### src/rtl/io_bus_arbiter.sv
// Two-master access controller in front of the memory-mapped I/O block.
// Master 0 has fixed priority; a wait counter guarantees master 1 a grant after MAX_WAIT losses.
module io_bus_arbiter #(
    parameter int unsigned ADDR_W   = 4,
    parameter int unsigned DATA_W   = 32,
    parameter int unsigned MAX_WAIT = 4
) (
    input  logic              clock,
    input  logic              reset,
    input  logic              m0_req,
    input  logic              m0_we,
    input  logic [ADDR_W-1:0] m0_addr,
    input  logic [DATA_W-1:0] m0_wdata,
    output logic              m0_ack,
    output logic              m0_err,
    output logic [DATA_W-1:0] m0_rdata,
    input  logic              m1_req,
    input  logic              m1_we,
    input  logic [ADDR_W-1:0] m1_addr,
    input  logic [DATA_W-1:0] m1_wdata,
    output logic              m1_ack,
    output logic              m1_err,
    output logic [DATA_W-1:0] m1_rdata,
    output logic [ADDR_W-1:0] io_addr,
    output logic [DATA_W-1:0] io_data_in,
    output logic              io_write_enable,
    input  logic [DATA_W-1:0] io_data_out
);
    typedef enum logic [1:0] {StIdle, StIssue, StCapture, StAck} state_e;

    // Addresses above this one are not writable; the I/O block blanks its outputs on them.
    localparam logic [ADDR_W-1:0] LastWritable = ADDR_W'(4);
    localparam logic [3:0]        WaitMax      = 4'(MAX_WAIT);

    state_e            state_q, state_d;
    logic              win_q, win_d;
    logic              we_q, we_d;
    logic [ADDR_W-1:0] addr_q, addr_d;
    logic [3:0]        wait_q, wait_d;
    logic [ADDR_W-1:0] io_addr_q, io_addr_d;
    logic [DATA_W-1:0] io_data_q, io_data_d;
    logic              io_we_q, io_we_d;
    logic              m0_ack_q, m0_ack_d, m0_err_q, m0_err_d;
    logic              m1_ack_q, m1_ack_d, m1_err_q, m1_err_d;
    logic [DATA_W-1:0] m0_rdata_q, m0_rdata_d, m1_rdata_q, m1_rdata_d;

    logic              grant_m1;
    logic              sel_we;
    logic [ADDR_W-1:0] sel_addr;
    logic [DATA_W-1:0] sel_wdata;
    logic              reject;

    assign grant_m1  = m1_req && ((wait_q == WaitMax) || !m0_req);
    assign sel_we    = grant_m1 ? m1_we    : m0_we;
    assign sel_addr  = grant_m1 ? m1_addr  : m0_addr;
    assign sel_wdata = grant_m1 ? m1_wdata : m0_wdata;
    assign reject    = we_q && (addr_q > LastWritable);

    always_comb begin
        state_d    = state_q;
        win_d      = win_q;
        we_d       = we_q;
        addr_d     = addr_q;
        wait_d     = wait_q;
        io_addr_d  = io_addr_q;
        io_data_d  = io_data_q;
        io_we_d    = 1'b0;
        m0_ack_d   = 1'b0;
        m0_err_d   = 1'b0;
        m1_ack_d   = 1'b0;
        m1_err_d   = 1'b0;
        m0_rdata_d = m0_rdata_q;
        m1_rdata_d = m1_rdata_q;

        unique case (state_q)
            StIdle: begin
                if (!m1_req) begin
                    wait_d = '0;
                end
                if (m0_req || m1_req) begin
                    win_d     = grant_m1;
                    we_d      = sel_we;
                    addr_d    = sel_addr;
                    io_addr_d = sel_addr;
                    io_data_d = sel_wdata;
                    io_we_d   = sel_we && (sel_addr <= LastWritable);
                    if (grant_m1) begin
                        wait_d = '0;
                    end else if (m1_req && (wait_q != WaitMax)) begin
                        wait_d = wait_q + 4'd1;
                    end
                    state_d = StIssue;
                end
            end
            StIssue: begin
                state_d = StCapture;
            end
            StCapture: begin
                if (win_q) begin
                    m1_ack_d = 1'b1;
                    m1_err_d = reject;
                    if (!we_q) begin
                        m1_rdata_d = io_data_out;
                    end
                end else begin
                    m0_ack_d = 1'b1;
                    m0_err_d = reject;
                    if (!we_q) begin
                        m0_rdata_d = io_data_out;
                    end
                end
                state_d = StAck;
            end
            StAck: begin
                io_addr_d = '0;
                io_data_d = '0;
                state_d   = StIdle;
            end
            default: begin
                state_d = StIdle;
            end
        endcase
    end

    always_ff @(posedge clock) begin
        if (reset) begin
            state_q    <= StIdle;
            win_q      <= 1'b0;
            we_q       <= 1'b0;
            addr_q     <= '0;
            wait_q     <= '0;
            io_addr_q  <= '0;
            io_data_q  <= '0;
            io_we_q    <= 1'b0;
            m0_ack_q   <= 1'b0;
            m0_err_q   <= 1'b0;
            m1_ack_q   <= 1'b0;
            m1_err_q   <= 1'b0;
            m0_rdata_q <= '0;
            m1_rdata_q <= '0;
        end else begin
            state_q    <= state_d;
            win_q      <= win_d;
            we_q       <= we_d;
            addr_q     <= addr_d;
            wait_q     <= wait_d;
            io_addr_q  <= io_addr_d;
            io_data_q  <= io_data_d;
            io_we_q    <= io_we_d;
            m0_ack_q   <= m0_ack_d;
            m0_err_q   <= m0_err_d;
            m1_ack_q   <= m1_ack_d;
            m1_err_q   <= m1_err_d;
            m0_rdata_q <= m0_rdata_d;
            m1_rdata_q <= m1_rdata_d;
        end
    end

    assign m0_ack          = m0_ack_q;
    assign m0_err          = m0_err_q;
    assign m0_rdata        = m0_rdata_q;
    assign m1_ack          = m1_ack_q;
    assign m1_err          = m1_err_q;
    assign m1_rdata        = m1_rdata_q;
    assign io_addr         = io_addr_q;
    assign io_data_in      = io_data_q;
    assign io_write_enable = io_we_q;
endmodule
### config.mk
export PLATFORM = sky130hd
export DESIGN_NAME = io_bus_arbiter
export DESIGN_NICKNAME = d
export VERILOG_FILES = /design/src/rtl/io_bus_arbiter.sv
export SDC_FILE = /design/constraint.sdc
export NUM_CORES = 1
export LEC_CHECK = 0
export CAP_MARGIN = 10
export CORE_MARGIN = 1
export CORE_UTILIZATION = 41
export CTS_CLUSTER_DIAMETER = 100
export DETAILED_ROUTE_END_ITERATION = 8
export PLACE_DENSITY = 0.8
export REMOVE_ABC_BUFFERS = 1
export SYNTH_ARGS = -nofsm -noshare
export SYNTH_HDL_FRONTEND = slang
export SYNTH_SLANG_ARGS = --single-unit
### constraint.sdc
create_clock -name clock -period 2.15 [get_ports clock]
set_clock_uncertainty 0.1 [all_clocks]
set_input_delay 0.3225 -clock clock [delete_from_list [all_inputs] [get_ports clock]]
set_output_delay 0.3225 -clock clock [all_outputs]
set_load 0.05 [all_outputs]
==> flow_summary_export.csv <==
group,metric,value,unit
outcome,status,"finished, final reports clean",
clock_network,clock-sinks,117,
layout,diodes,0,
critical_path,r2r-start,"wait_q[0]",
synthesis,avgSynthCellArea,9.40,um2
min_path,min_path_type,"in -> reg",
sta,setup_violations,0,
power,power,0.00868,W
route,via_per_inst,5.10,
placement,place_ws,0.0738,ns
clock_network,htreeDepth,4,
sta,fin_crit_sh,94.7,%
critical_path,cp_slowest_stage_delay,0.85,ns
power,swShare,37.9,%
critical_path,path_buf_inv,1,
global_route,grt_pass1_vias,4462,
power,pwr-share-seq,32.3,%
route,drtIter0Drc,264,
route,drc_errors,0,
synthesis,netlist_area,4630,um2
sta,hold_viol,0,
sta,period_minus_slack,2.04,ns
synthesis,synth_ff_type,"dfxtp_1",
power,pwr_density_cell,1160,nW/um2
synthesis,synth_top_area_share,50.5,%
synthesis,yosys_warnings,0,
clock_network,clk_path_buf_depth,2,
synthesis,async_reset_ff_share,0,%
power,pwr-share-clk,29.5,%
route,via_count,4367,
floorplanning,die_w,108,um
clock_network,cts_root_buf,"clkbuf_16",
critical_path,crit_fanout,2,
power,power.leakage,2.66,nW
sta,tightest_slew,0.547,ns
sta,setup_ws,0.115,ns
synthesis,synth.area.top_cells,"dfxtp_1 (51%), nand2_1 (11%), mux2i_1 (8.0%), a21oi_1 (7.3%), o2bb2ai_2 (6.5%)",
clock_network,cts_hold_buf,0,
synthesis,synth_top_area_cell,"dfxtp_1",
critical_path,critPathSlowestCell,"clkdlybuf4s50_1",
global_route,grt_usage,23.1,%
synthesis,synth_cell_types,38,
critical_path,worstPathRequired,1.73,ns
global_route,grt_overflow,0,
route,routed_wl,13500,um
critical_path,critical_path_class,"reg -> out",
clock_network,post_cts_buffers,0,
route,wl_per_cell,15.8,um
clock_network,cts_tree,"done",
critical_path,r2r_setup_slack,0.38,ns
critical_path,cp.depth,1,
power,switching_power,0.00329,W
clock_network,cts_resized,0,
layout,nets,821,
sta,fmax,0.491,GHz
layout,num-fill-cells,828,
layout,area_delta_synth_final,62.1,%
power,power_frac_comb,38.2,%
critical_path,critPathCaptureType,"output port",
critical_path,reg2reg_depth,7,
sta,slew_violations,0,
sta,hold_slack,0.181,ns
global_route,grt_pass1_wl,20900,um
critical_path,arrival,1.61,ns
global_route,antenna_found_initial,0,
synthesis,synthCells,493,
synthesis,ys_seq_area_share,50.5,%
clock_network,clkSlewWorstSetupHoldPaths,0.05,ns
route,first_pass_iters,4,
critical_path,cp_top_family,"buffers and inverters",
power,ir_drop,0.000595,V
sta,relSlewSlack,63.4,%
synthesis,synth-edff-count,0,
critical_path,startpoint_type,"flop",
min_path,hold_start,"reset",
clock_network,numCtsBuffers,17,
critical_path,cp-endpoint,"io_data_in[30]",
placement,io_buffers,214,
critical_path,rr_endpoint,"io_data_in[12]",
placement,dpl.hpwl,9690,um
power,p_int,0.00539,W
layout,drive_gt1_share,9.34,%
floorplanning,rows,38,
sta,rsz0062_at_grt,"no",
route,postRouteAntennaNets,0,
clock_network,clock_latency,0.40,ns
global_route,grt_start_max_net_pins,74,
synthesis,ys_ff_latch,117,
critical_path,path_cells,"clkdlybuf4s50_1",
placement,gp_congestion,0.787,
floorplanning,die_h,108,um
floorplanning,io_pins,215,
floorplanning,die_area,11700,um2
run,maxCapViolations,0,
floorplanning,initial_core_util,42.4,%
floorplanning,coreArea,10900,um2
critical_path,worstSetupStartpoint,"io_data_in[30]",
cell usage in the layout (no fill, tap or decap), types with 5 or more instances in the layout:
| cell type | Yosys | routed |
|---|---|---|
| clkdlybuf4s50_1 | 0 | 213 |
| nand2_1 | 132 | 132 |
| dfxtp_1 | 117 | 117 |
| a21oi_1 | 68 | 68 |
| mux2i_1 | 37 | 37 |
| o2bb2ai_2 | 20 | 20 |
| clkbuf_16 | 0 | 17 |
| o2bb2ai_1 | 16 | 16 |
| nor2_1 | 13 | 13 |
| buf_12 | 0 | 8 |
| buf_4 | 3 | 7 |
| nand3_1 | 6 | 6 |
| ha_1 | 6 | 6 |
| inv_1 | 5 | 5 |
| a211oi_1 | 5 | 5 |
power by group through the flow:
stage	clock network (W)	logic [W]	registers (W)
after floorplan	0	0.000880	0.00393
after global placement	0	0.00327	0.00283
after detailed placement	0	0.00332	0.00284
after CTS	0.00261	0.00334	0.00281
after global routing	0.00270	0.00351	0.00285
final	0.00256	0.00332	0.00281
registers in the layout, summed over array words and instances (netlist names):
register,count
io_data_in,32
m0_rdata,32
m1_rdata,32
addr_q,4
io_addr,4
wait_q,4
state_q,2
io_write_enable,1
m0_ack,1
m0_err,1
m1_ack,1
m1_err,1
we_q,1
win_q,1
how the worst min path moves through the flow:
stage | to | slack (ns) | cells past startpoint
after global placement | m0_rdata[20] | 0.34 | 2
after detailed placement | m1_rdata[5] | 0.35 | 2
after floorplan | m0_rdata[0] | 0.29 | 1
after global routing | state_q[1] | 0.19 | 2
final | state_q[1] | 0.18 | 2
after CTS | state_q[1] | 0.16 | 2
per-layer routing:
layer,track usage [%],routed length (um),part of all wire [%]
met2,40.4,6680,49
met5,0,0,0
met4,7.82,106,0.78
met1,25.7,5400,40
met3,8.74,1360,10
final cells by class:
type	count	area [um2]	area share [%]
Clock buffer	22	454	6.05
Clock inverter	9	81.3	1.08
Timing Repair Buffer	229	2350	31.3
Multi-Input combinational cell	335	2090	27.8
Inverter	5	18.8	0.250
Sequential cell	117	2340	31.2
Tap cell	140	175	2.33
stage by stage:
| step | instances | util, % | setup TNS (ns) | instance area [um2] |
|---|---|---|---|---|
| 2_1_floorplan | 457 | - | -12.07 | 4440 |
| 3_3_place_gp | 826 | 63.8 | 0 | 6980 |
| 3_5_place_dp | 826 | 63.8 | 0 | 6980 |
| 4_1_cts | 857 | 68.7 | 0 | 7510 |
| 5_1_grt | 857 | 68.7 | 0 | 7510 |
| 6_report | 857 | 68.7 | 0 | 7510 |
Yosys cell counts (2+ instances only):
| library cell | number |
|---|---|
| buf_2 | 10 |
| buf_4 | 3 |
| a211oi_1 | 5 |
| mux2i_1 | 37 |
| and3b_1 | 3 |
| o2bb2ai_1 | 16 |
| inv_1 | 5 |
| o21ai_0 | 3 |
| dfxtp_1 | 117 |
| nor3b_2 | 2 |
| o21a_1 | 2 |
| buf_6 | 5 |
| nand2b_1 | 3 |
| nand2_1 | 132 |
| clkbuf_1 | 14 |
| a21oi_1 | 68 |
| buf_1 | 4 |
| nand3_1 | 6 |
| ha_1 | 6 |
| o2bb2ai_2 | 20 |
| nor3_1 | 3 |
| nor2_1 | 13 |
logic make-up after synthesis:
group | after synthesis | synth area share [%]
adder cells (fa/ha/maj) | 6 | 1.62
buffers and inverters | 41 | 4.64
AND/OR/NAND/NOR | 171 | 15.8
flip-flops | 117 | 50.5
AO/OA/AOI/OAI | 121 | 19.4
multiplexers | 37 | 7.99
No activity file was read; power rests on OpenSTA's default activity.
